[config.mk]
export PLATFORM = sky130hd
export DESIGN_NAME = addr_gen_unit_flat
export DESIGN_NICKNAME = d
export VERILOG_FILES = /design/src/rtl/addr_gen_if.sv /design/src/rtl/addr_gen_unit.sv /design/src/flat_wrapper.sv
export SDC_FILE = /design/constraint.sdc
export NUM_CORES = 1
export LEC_CHECK = 0
export CORE_UTILIZATION = 34
export CTS_CLUSTER_DIAMETER = 120
export DETAILED_ROUTE_END_ITERATION = 10
export GPL_TIMING_DRIVEN = 1
export PLACE_DENSITY = 0.64
export SLEW_MARGIN = 0
export SYNTH_ARGS = -nofsm -noshare
export SYNTH_HDL_FRONTEND = slang
export SYNTH_SLANG_ARGS = --single-unit
[constraint.sdc]
create_clock -name clk -period 2 [get_ports clk]
set_clock_uncertainty 0.1 [all_clocks]
set_input_delay 0.3 -clock clk [delete_from_list [all_inputs] [get_ports clk]]
set_output_delay 0.3 -clock clk [all_outputs]
set_load 0.01 [all_outputs]
[src/rtl/addr_gen_if.sv]
// addr_gen_if: op handshake and address bus between the control FSM (master) and addr_gen_unit (slave)
interface addr_gen_if #(
    parameter int DATA_W = 8
);
    logic                  op_valid;
    logic [3:0]            op;
    logic                  op_ready;
    logic [DATA_W-1:0]     data;
    logic [DATA_W-1:0]     pcl;
    logic [DATA_W-1:0]     pch;
    logic [DATA_W-1:0]     idx;
    logic [1:0]            vec_sel;
    logic [2*DATA_W-1:0]   addr;
    logic                  busy;
    logic                  page_cross;
    modport master (
        output op_valid, op, data, pcl, pch, idx, vec_sel,
        input  op_ready, addr, busy, page_cross
    );
    modport slave (
        input  op_valid, op, data, pcl, pch, idx, vec_sel,
        output op_ready, addr, busy, page_cross
    );
endinterface

[src/rtl/addr_gen_unit.sv]
// addr_gen_unit: 6502 {ABH,ABL} address register with indexed adds, page-cross fixup and vectors.
// Define ABR_PAGE_WRAP_BUG_EN to make INC_PTR wrap within the page (JMP ($xxFF) behaviour).
module addr_gen_unit #(
    parameter int                  DATA_W     = 8,
    parameter logic [DATA_W-1:0]   VEC_HI     = 8'hFF,
    parameter logic [2*DATA_W-1:0] RESET_ADDR = 16'h0000
) (
    input  logic clk,
    input  logic reset_l,
    addr_gen_if.slave bus
);
    localparam logic [3:0] OP_LOAD_PC  = 4'd1;
    localparam logic [3:0] OP_LOAD_ZP  = 4'd2;
    localparam logic [3:0] OP_LOAD_LO  = 4'd3;
    localparam logic [3:0] OP_LOAD_HI  = 4'd4;
    localparam logic [3:0] OP_INDEX_R  = 4'd5;
    localparam logic [3:0] OP_INDEX_W  = 4'd6;
    localparam logic [3:0] OP_INDEX_ZP = 4'd7;
    localparam logic [3:0] OP_INC      = 4'd8;
    localparam logic [3:0] OP_INC_PTR  = 4'd9;
    localparam logic [3:0] OP_VECTOR   = 4'd10;

    localparam logic [0:0] S_IDLE  = 1'b0;
    localparam logic [0:0] S_FIXUP = 1'b1;

    logic [DATA_W-1:0]   r_abh;
    logic [DATA_W-1:0]   r_abl;
    logic [0:0]          r_state;
    logic                r_carry;
    logic                r_page_cross;

    logic                w_busy;
    logic                w_accept;
    logic [DATA_W:0]     w_sum;
    logic                w_carry;
    logic [2*DATA_W-1:0] w_inc;
    logic [2*DATA_W-1:0] w_inc_ptr;
    logic [1:0]          w_sel;
    logic [DATA_W-1:0]   w_vec_lo;
    logic [2*DATA_W-1:0] w_next;

    assign w_busy   = r_state == S_FIXUP;
    assign w_accept = bus.op_valid & ~w_busy;
    assign w_sum    = {1'b0, r_abl} + {1'b0, bus.idx};
    assign w_carry  = w_sum[DATA_W];
    assign w_inc    = {r_abh, r_abl} + 1'b1;
`ifdef ABR_PAGE_WRAP_BUG_EN
    assign w_inc_ptr = {r_abh, r_abl + 1'b1};
`else
    assign w_inc_ptr = w_inc;
`endif
    // vec_sel 3 aliases RESET
    assign w_sel    = (bus.vec_sel == 2'd3) ? 2'd1 : bus.vec_sel;
    assign w_vec_lo = DATA_W'(8'hFA) + DATA_W'({w_sel, 1'b0});

    always_comb begin
        w_next = {r_abh, r_abl};
        case (bus.op)
            OP_LOAD_PC:             w_next = {bus.pch, bus.pcl};
            OP_LOAD_ZP:             w_next = {{DATA_W{1'b0}}, bus.data};
            OP_LOAD_LO:             w_next = {r_abh, bus.data};
            OP_LOAD_HI:             w_next = {bus.data, r_abl};
            OP_INDEX_R, OP_INDEX_W: w_next = {r_abh, w_sum[DATA_W-1:0]};
            OP_INDEX_ZP:            w_next = {{DATA_W{1'b0}}, w_sum[DATA_W-1:0]};
            OP_INC:                 w_next = w_inc;
            OP_INC_PTR:             w_next = w_inc_ptr;
            OP_VECTOR:              w_next = {VEC_HI, w_vec_lo};
            default:                w_next = {r_abh, r_abl};
        endcase
    end

    always_ff @(posedge clk) begin
        if (!reset_l) begin
            {r_abh, r_abl} <= RESET_ADDR;
            r_state        <= S_IDLE;
            r_carry        <= 1'b0;
            r_page_cross   <= 1'b0;
        end else if (w_busy) begin
            r_abh        <= r_abh + DATA_W'(r_carry);
            r_state      <= S_IDLE;
            r_carry      <= 1'b0;
            r_page_cross <= 1'b0;
        end else begin
            if (w_accept)
                {r_abh, r_abl} <= w_next;
            // INDEX_W always pays the fixup cycle; INDEX_R only when ABL carries
            r_state      <= (w_accept & ((bus.op == OP_INDEX_R & w_carry) | bus.op == OP_INDEX_W)) ? S_FIXUP : S_IDLE;
            r_carry      <= w_accept & (bus.op == OP_INDEX_R | bus.op == OP_INDEX_W) & w_carry;
            r_page_cross <= w_accept & (bus.op == OP_INDEX_R | bus.op == OP_INDEX_W) & w_carry;
        end
    end

    assign bus.addr       = {r_abh, r_abl};
    assign bus.busy       = w_busy;
    assign bus.page_cross = r_page_cross;
    assign bus.op_ready   = ~w_busy & reset_l;
endmodule

[src/flat_wrapper.sv]
// flat-port wrapper written by rule: the top's interface ports become plain ports
module addr_gen_unit_flat 
#(
    parameter int                  DATA_W     = 8,
    parameter logic [DATA_W-1:0]   VEC_HI     = 8'hFF,
    parameter logic [2*DATA_W-1:0] RESET_ADDR = 16'h0000
)
  (clk, reset_l, bus_op_valid, bus_op, bus_data, bus_pcl, bus_pch, bus_idx, bus_vec_sel, bus_op_ready, bus_addr, bus_busy, bus_page_cross);
  addr_gen_if #(.DATA_W(DATA_W)) bus_i ();
  input  logic clk;
  input  logic reset_l;
  input wire logic [$bits(bus_i.op_valid)-1:0] bus_op_valid;
  input wire logic [$bits(bus_i.op)-1:0] bus_op;
  input wire logic [$bits(bus_i.data)-1:0] bus_data;
  input wire logic [$bits(bus_i.pcl)-1:0] bus_pcl;
  input wire logic [$bits(bus_i.pch)-1:0] bus_pch;
  input wire logic [$bits(bus_i.idx)-1:0] bus_idx;
  input wire logic [$bits(bus_i.vec_sel)-1:0] bus_vec_sel;
  output wire logic [$bits(bus_i.op_ready)-1:0] bus_op_ready;
  output wire logic [$bits(bus_i.addr)-1:0] bus_addr;
  output wire logic [$bits(bus_i.busy)-1:0] bus_busy;
  output wire logic [$bits(bus_i.page_cross)-1:0] bus_page_cross;
  assign bus_i.op_valid = bus_op_valid;
  assign bus_i.op = bus_op;
  assign bus_i.data = bus_data;
  assign bus_i.pcl = bus_pcl;
  assign bus_i.pch = bus_pch;
  assign bus_i.idx = bus_idx;
  assign bus_i.vec_sel = bus_vec_sel;
  assign bus_op_ready = bus_i.op_ready;
  assign bus_addr = bus_i.addr;
  assign bus_busy = bus_i.busy;
  assign bus_page_cross = bus_i.page_cross;
  addr_gen_unit #(.DATA_W(DATA_W), .VEC_HI(VEC_HI), .RESET_ADDR(RESET_ADDR)) u_core (.clk(clk), .reset_l(reset_l), .bus(bus_i));
endmodule
==> metrics.md, run 1 <==
| Metric | Value |
|---|---|
| Sequential area share after synthesis | `16.6%` |
| Routed met2 length | `4030 um` |
| ANT cells | `0` |
| Max Freq | `0.513 GHz` |
| Global-route wire length before repair | `13,300 um` |
| Vias per std cell | `5.76` |
| Max Root-Sink Buffers | `2` |
| Dpl ws | `-0.542 ns` |
| Startpoint types | `register` |
| Syn Inst Count | `303` |
| R2R depth | `7` |
| Aggregate global routing overflow | `0` |
| H-tree depth | `1` |
| CTS tree | `yes` |
| Nets | `488` |
| CP max FO | `5` |
| Drt wl/cell | `16.6 um` |
| Pleak | `1.54 nW` |
| Post-route setup slack | `0.0494 ns` |
| R2r setup slk | `0.05 ns` |
| Via count | `2,931` |
| Top-area cell type share of the netlist area | `16.6%` |
| Max-slew violation count | `0` |
| Core area | `6030 um2` |
| Area Growth Syn to Fin | `68.8%` |
| Dpl cells | `500` |
| CTS clk-pin slew, worst paths | `0.08 ns` |
| CTS Root Cell | `clkbuf_8` |
| Initial core utilization | `36.0%` |
| Hold_buf cts | `0` |
| Reg-to-reg critical path startpoint | `u_core.r_abl[1]` |
| Run status | `completed` |
| Power Dens Cells | `418 nW/um2` |
| Worst Tran Pin Value | `0.452 ns` |
| Synth Flop Type | `dfxtp_1` |
| Num rows | `28` |
| Buffers on Ports | `59` |
| Placer Congestion | `0.903` |
| Synth top area cells | `dfxtp_1 17%, ha_1 6.4%, a21oi_1 6.2%` |
| Clock Latency Late Sink | `0.26 ns` |
| Die height | `81.8 um` |
| Final worst-path cycle share | `97.5%` |
| Worst slew margin | `69.6%` |
| Maximum vdd drop | `0.000302 V` |
| Post-DRT Antenna Nets | `0` |
| Max Cap Viol | `0` |
| Clock buffer count from CTS | `3` |
| Initial antenna violation count | `0` |
| Die X-Extent | `81.8 um` |
| Critical path endpoint category | `register` |
| Vias in the first global route | `2,720` |
| Crit path DAT | `2.00 ns` |
| Async SR Flop Fraction | `0%` |
| Final hold viol count | `0` |
| Post-layout util | `60.7%` |
| Layout cell share with drive strength beyond 1 | `31.8%` |
| Syn. warnings | `0` |
| Crit path capture | `u_core.r_abl[1]` |
| Post-route insts no fill | `509` |
| Setup-failing EPs final | `0` |
| Period minus WS final | `1.95 ns` |
| Wire length on met3 | `521 um` |
| Post-synth top area cell | `dfxtp_1` |
| Reg2reg end | `u_core.r_abl[1]` |
| Commonest cells in the netlist | `30 x nand2_1, 27 x a21oi_1, 25 x o21ai_0` |
| Max layer used | `met4` |
| M1 WL | `3680 um` |
| Count leader, synth | `nand2_1` |
| Iteration-0 DRC Markers | `155` |
| RSZ-0062 raised after global routing | `yes` |
| Pwr Total | `0.00153 W` |
| DRT Pass-1 Iters | `5` |
| Residual DRC | `0` |
| Syn_area_per_cell | `7.15 um2` |
| Dpl hpwl | `6440 um` |
| Crit. Startpoint | `u_core.r_abl[1]` |
| Post-synthesis cell area | `2170 um2` |
| Syn Nets | `356` |
| Clock Sinks | `18` |
| Post-synth EDFFs | `0` |
| Distinct cells, synth | `63` |
| Final WL | `8440 um` |
| Boundary pin count | `60` |
| Largest net degree at the start of global routing | `20` |
| Total Routing Usage GR | `26.0%` |
| Kind of critical path | `register to register` |
| #FFs+latches synth | `18` |
| Die Area | `6700 um2` |
| Worst EP required | `2.04 ns` |
| Hold WC Path Type | `register to register` |
## power by group
part	leakage, nW	switching, W	internal [W]
logic	1.36	0.000364	0.000420
clock network	0.0288	0.000149	0.000176
registers	0.149	0.0000343	0.000387
## layout make-up
class / instances / area (um2)
Tap cell: 75 / 93.8
Fill cell: 564 / 2370
Sequential cell: 18 / 363
Clock buffer: 4 / 55.1
Inverter: 9 / 37.5
Timing Repair Buffer: 146 / 1260
Multi-Input combinational cell: 257 / 1850
## flip-flops by register name (all words and copies together), names as in the netlist
signal           count
u_core.r_abh         8
u_core.r_carry       1
u_core.r_abl         8
u_core.bus.busy      1
## what timing repair did
action	4_1_cts	5_1_grt
pin swaps	14	15
buffers inserted	0	5
resized for setup	16	38
setup endpoints to repair	9	14
## worst min-delay path by stage
stage                                from               to  slack, ns  depth (start not counted)
after floorplan                bus_pcl[3]  u_core.r_abl[3]       0.38                          2
after global placement    u_core.r_abh[6]  u_core.r_abh[6]       0.45                          2
after detailed placement  u_core.r_abh[5]  u_core.r_abh[5]       0.46                          2
after CTS                 u_core.r_abh[5]  u_core.r_abh[5]       0.48                          2
after global routing      u_core.r_abh[5]  u_core.r_abh[5]       0.51                          2
final                     u_core.r_abh[5]  u_core.r_abh[5]       0.47                          2
## per-layer routing
metal / up-vias / global-route usage [%]
li1: 1404 / -
met1: 1380 / 34.0
met2: 125 / 42.8
met3: 22 / 3.89
met4: 0 / 9.65
met5: - / 0
## worst max-delay path, cell delays in order (launching register included)
cell and delay (ns):
dfxtp_2 0.41, inv_1 0.08, fa_2 0.60, nor2_2 0.04, a21oi_2 0.14, o32ai_2 0.11, a221oi_2 0.27, a21oi_1 0.09
## stage by stage
stage	hold WS (ns)	area (um2)	setup TNS, ns
final	0.473	3660	0
after global routing	0.514	3660	-0.0247
after CTS	0.476	3470	-0.00976
after detailed placement	0.460	3370	-5.80
after global placement	0.455	3370	-5.25
after floorplan	0.382	2170	0
## placed cells by master (no fill, tap or decap), types with 4 or more instances in the layout
cell,synthesis,layout
a21o_1,5,5
a21oi_1,27,23
a21oi_2,2,5
a31oi_1,5,5
and3_1,5,5
buf_4,0,85
clkbuf_8,0,4
clkdlybuf4s50_1,0,54
dfxtp_1,18,16
ha_1,11,7
inv_1,8,6
nand2_1,30,28
nand3_1,18,18
nand4_1,4,4
nor2_1,24,21
nor2_2,1,4
nor2b_1,6,4
nor3_1,8,6
o21ai_0,25,23
o22ai_1,4,4
xnor2_1,8,8
xor2_1,8,8
## logic make-up after synthesis
group | after synthesis | share of synthesized area, %
compound gates | 112 | 34.6
simple gates | 112 | 26.2
buf+inv | 28 | 6.24
flops | 18 | 16.6
xor+xnor | 16 | 6.47
fa+ha+maj | 14 | 8.20
mux | 3 | 1.67
Note: power is estimated with default switching activity, not from simulation.
==> run 2, diff against run 1 <==
PLACE_DENSITY = not set   (was 0.64)
==> run 2 against run 1 <==
Against the previous run: total power down 2.0%; worst hold slack better by 0.0029 ns; sequential share of layout area up 0.41 points; largest cell class unchanged; cell count down 2.6%; via count down 5.6%; highest routed layer unchanged.
==> metrics.md, run 2 (synthesized netlist as in run 1, its figures left out) <==
| Metric | Value |
|---|---|
| DRT Pass-1 Iters | `4` |
| Max-slew violation count | `0` |
| CP Cell Sequence | `buf_4 > ha_1 > and4_4 > buf_4 > nand4_1 > xnor2_1 > a211oi_1 > nor4_2` |
| Setup-failing EPs final | `0` |
| Area Growth Syn to Fin | `63.2%` |
| Logic pwr share | `50.3%` |
| RSZ-0062 raised after global routing | `yes` |
| Drt wl/cell | `15.8 um` |
| Power Dens Cells | `424 nW/um2` |
| Initial antenna violation count | `0` |
| Start point of the worst hold path | `u_core.r_abh[5]` |
| Crit path DAT | `2.00 ns` |
| Critical path endpoint category | `register` |
| Total Routing Usage GR | `24.1%` |
| Vias in the first global route | `2,580` |
| Hold WC Path Type | `register to register` |
| Kind of critical path | `register to register` |
| H-tree depth | `1` |
| Dpl cells | `491` |
| Most frequent cells in the layout | `74 x buf_4, 54 x clkdlybuf4s50_1, 30 x nand2_1` |
| Largest net degree at the start of global routing | `20` |
| Hold EP | `u_core.r_abh[5]` |
| Critical path buffer and inverter count | `2` |
| Boundary pin count | `60` |
| R2r setup slk | `0.06 ns` |
| Clock buffer count from CTS | `3` |
| Delay-heaviest family, CP | `simple AND/OR/NAND/NOR gates` |
| Worst slew margin | `67.0%` |
| Period minus WS final | `1.94 ns` |
| Dpl ws | `-0.504 ns` |
| Reg2reg end | `u_core.r_abh[6]` |
| Switching power of the nets | `0.000531 W` |
| CP peak stage delay | `0.36 ns` |
| Residual DRC | `0` |
| Layout cell share with drive strength beyond 1 | `28.7%` |
| Sequential share of power | `28.0%` |
| Iteration-0 DRC Markers | `115` |
| Startpoint types | `register` |
| CP max FO | `6` |
| CTS clk-pin slew, worst paths | `0.08 ns` |
| Slowest CP cell | `dfxtp_2` |
| Die Area | `6700 um2` |
| CP dominant cell by count | `buf_4` |
| Aggregate global routing overflow | `0` |
| Post-route setup slack | `0.0557 ns` |
| R2R depth | `8` |
| Run status | `completed` |
| ANT cells | `0` |
| Pleak | `1.48 nW` |
| Max Freq | `0.514 GHz` |
| Nets | `475` |
| Internal Power | `0.000969 W` |
| Post-DRT Antenna Nets | `0` |
| Die X-Extent | `81.8 um` |
| CTS tree | `yes` |
| Final WL | `7850 um` |
| Commonest non-fill, non-tap cell in the layout | `buf_4` |
| Final worst-path cycle share | `97.2%` |
| Fillers | `581` |
| Num rows | `28` |
| Via count | `2,768` |
| Max Root-Sink Buffers | `2` |
| Clock Latency Late Sink | `0.27 ns` |
| Sw frac | `35.4%` |
| Die height | `81.8 um` |
| Clock share of power | `21.7%` |
| Post-route insts no fill | `496` |
| Hold Path Stages | `2` |
| Clock Sinks | `18` |
| Core area | `6030 um2` |
| Placer Congestion | `0.924` |
| Max Cap Viol | `0` |
| Dpl hpwl | `6130 um` |
| Maximum vdd drop | `0.000200 V` |
| Initial core utilization | `36.0%` |
| Reg-to-reg critical path startpoint | `u_core.r_abl[0]` |
| Pwr Total | `0.00150 W` |
| Global-route wire length before repair | `12,400 um` |
| CTS Root Cell | `clkbuf_8` |
| Vias per std cell | `5.58` |
| Buffers on Ports | `59` |
| Worst Tran Pin Value | `0.491 ns` |
| Worst EP required | `2.05 ns` |
| Final hold viol count | `0` |
## run 2: cell types whose count changed in the layout (fill, tap and decap cells not counted), moves of 2 or more
cell and change:
nand2_1 +2, buf_4 -11, buf_6 -2, o21ai_2 +2
## run 2: worst max path at each step
stage	to	slack, ns	depth (start not counted)	start
finish	u_core.r_abh[6]	0.06	8	u_core.r_abl[0]
global route	u_core.r_abh[6]	-0.01	8	u_core.r_abl[0]
CTS	u_core.r_abl[1]	-0.0005	8	u_core.r_abl[0]
detailed placement	u_core.r_carry	-0.50	10	bus_idx[0]
global placement	u_core.r_carry	-0.47	10	bus_idx[0]
floorplan	u_core.r_carry	0.05	9	u_core.r_abl[0]
## run 2: what timing repair did
item                       CTS  global route
gates resized for setup     12            31
setup endpoints to repair    7            19
hold buffers                 0             0
pin swaps                   11             8
buffers inserted             1             0
## run 2: worst min-delay path, cell delays in order (launching register included)
cell and delay (ns):
dfxtp_1 0.36, a21oi_1 0.13, nor3_1 0.05
## run 2: power groups by stage
stage	sequential, W	clock (W)	combinational (W)
2_1_floorplan	0.000444	0	0.000315
3_3_place_gp	0.000424	0	0.000680
3_5_place_dp	0.000425	0	0.000686
4_1_cts	0.000417	0.000332	0.000704
5_1_grt	0.000424	0.000340	0.000823
6_report	0.000420	0.000326	0.000755
## run 2: final cells by class
cell class	instances	area (um2)	area share, %
clock buffer	4	55.1	1.56
inverter	9	37.5	1.06
multi-input combinational	257	1830	51.8
sequential	18	365	10.3
tap	75	93.8	2.65
timing repair buffer	133	1150	32.6
## run 2: metal layers
metal	up-vias	part of all wire, %	track usage, %
li1	1377	-	-
met1	1304	47	31.4
met2	78	48	42.2
met3	9	4.0	2.89
met4	0	0.92	4.91
met5	-	0	0
## run 2: stage by stage
stage / cell area (um2) / hold slack, ns / setup TNS [ns] / utilization (%)
after floorplan: 2170 / 0.382 / 0 / -
after global placement: 3300 / 0.468 / -4.87 / 54.8
after detailed placement: 3300 / 0.462 / -5.35 / 54.8
after CTS: 3390 / 0.474 / -0.000500 / 56.3
after global routing: 3540 / 0.516 / -0.0179 / 58.7
final: 3540 / 0.476 / 0 / 58.7
==> run 3, diff against run 2 <==
HOLD_SLACK_MARGIN = 0.05   (was not set)
clock period = 2.01 ns   (was 2 ns; I/O delays follow)
==> run 3 against run 2 <==
Against the previous run: routed wire length fell by 0.82%; first-iteration DRC count rose by 38%; die area did not move; fmax fell by 0.92%; worst setup slack got worse by 0.0081 ns; total power fell by 0.70%; global-route usage fell by 0.41 points; sequential power barely moved; sequential cell count did not move; core utilization fell by 0.25 points; clock power barely moved.
==> metrics.md, run 3 (synthesized netlist as in run 1, its figures left out) <==
| Metric | Value |
|---|---|
| CTS tree | `yes` |
| ANT cells | `0` |
| Post-DRT Antenna Nets | `0` |
| Maximum vdd drop | `0.000270 V` |
| Worst EP required | `2.07 ns` |
| CTS Root Cell | `clkbuf_8` |
| Clock Sinks | `18` |
| Most frequent cells in the layout | `74 x buf_4, 53 x clkdlybuf4s50_1, 30 x nand2_1` |
| CP max FO | `2` |
| Pwr Total | `0.00149 W` |
| Residual DRC | `0` |
| Final worst-path cycle share | `97.6%` |
| Largest net degree at the start of global routing | `20` |
| Num rows | `28` |
| Kind of critical path | `register to register` |
| R2r setup slk | `0.05 ns` |
| Aggregate global routing overflow | `0` |
| Layout cell share with drive strength beyond 1 | `28.3%` |
| Final hold viol count | `0` |
| Worst slew margin | `69.0%` |
| Buffers on Ports | `59` |
| Post-layout util | `58.5%` |
| Pleak | `1.50 nW` |
| Vias in the first global route | `2,525` |
| Period minus WS final | `1.96 ns` |
| CTS clk-pin slew, worst paths | `0.08 ns` |
| Post-route setup slack | `0.0476 ns` |
| Critical path endpoint category | `register` |
| Max Root-Sink Buffers | `2` |
| Crit path DAT | `2.02 ns` |
| Drt wl/cell | `15.7 um` |
| Boundary pin count | `60` |
| Setup-failing EPs final | `0` |
| Clock buffer count from CTS | `3` |
| Dpl ws | `-0.492 ns` |
| Commonest non-fill, non-tap cell in the layout | `buf_4` |
| Max-slew violation count | `0` |
| Power Dens Cells | `423 nW/um2` |
| Design area | `3520 um2` |
| Die Area | `6700 um2` |
| Die X-Extent | `81.8 um` |
| Global-route wire length before repair | `12,000 um` |
| Hold WC Path Type | `register to register` |
| RSZ-0062 raised after global routing | `yes` |
| CP peak stage delay | `0.55 ns` |
| DRT Pass-1 Iters | `4` |
| Max Freq | `0.510 GHz` |
| Initial antenna violation count | `0` |
| Slowest CP cell | `fa_2` |
| Nets | `475` |
| Via count | `2,727` |
| Max Cap Viol | `0` |
| Die height | `81.8 um` |
| H-tree depth | `1` |
| Core area | `6030 um2` |
| Clock Latency Late Sink | `0.27 ns` |
| Dpl hpwl | `6020 um` |
| Vias per std cell | `5.50` |
| Placer Congestion | `0.921` |
| Final WL | `7780 um` |
| CP Cell Sequence | `ha_4 > inv_2 > fa_2 > nor2_2 > a21oi_2 > o32ai_2 > a221oi_2 > a21oi_1` |
| Run status | `completed` |
| Iteration-0 DRC Markers | `159` |
| Worst Tran Pin Value | `0.459 ns` |
| DP Area | `3290 um2` |
| Area Growth Syn to Fin | `62.5%` |
| Total Routing Usage GR | `23.7%` |
| Hold_buf cts | `0` |
| Startpoint types | `register` |
| Initial core utilization | `36.0%` |
[run 3: per-layer routing]
layer | up-vias | track usage (%) | share of wire (%)
li1 | 1374 | - | -
met1 | 1243 | 29.5 | 45
met2 | 103 | 43.1 | 49
met3 | 7 | 3.56 | 5.8
met4 | 0 | 3.86 | 0.71
met5 | - | 0 | 0
[run 3: path summary, 6_finish.rpt]
check / startpoint / depth (start not counted) / endpoint
setup / recovery: u_core.r_abl[0] / 8 / u_core.r_abl[1]
hold / removal: u_core.r_abl[3] / 2 / u_core.r_abl[3]
setup reg to reg: u_core.r_abl[0] / 8 / u_core.r_abl[1]
hold reg to reg: u_core.r_abl[3] / 2 / u_core.r_abl[3]
[run 3: cell type report]
cell class	count	area, um2
clock buffer	4	55.1
sequential	18	367
timing repair buffer	133	1160
inverter	9	33.8
tap	75	93.8
fill	568	2500
multi-input combinational	257	1820
[run 3: report_power, final]
part / internal [W] / switching, W / total [W] / leakage, nW
clock network: 0.000175 / 0.000153 / 0.000329 / 0.0288
registers: 0.000385 / 0.0000369 / 0.000422 / 0.149
logic: 0.000403 / 0.000336 / 0.000740 / 1.32
total: 0.000963 / 0.000526 / 0.00149 / 1.50
[run 3: critical path, delay by kind of cell, from the launching register on]
family,cells,cell delay (ns)
flip-flops,1,0.36
AO/OA/AOI/OAI,4,0.61
buffers and inverters,1,0.04
AND/OR/NAND/NOR,1,0.04
adder cells (fa/ha/maj),2,0.69
[run 3: through the flow]
step                hold slack, ns  cells  TNS, ns
floorplan                    0.384    303        0
global placement             0.466    490    -4.72
detailed placement           0.477    490    -5.00
CTS                          0.488    496  -0.0549
global route                 0.535    496  -0.0437
finish                       0.486    496        0
[run 3: timing repair]
item                       in CTS  in global routing
gates resized for setup        10                 31
setup buffers                   2                  0
pin swaps                      10                  9
setup endpoints to repair       7                 16
hold endpoints to repair        0                  0
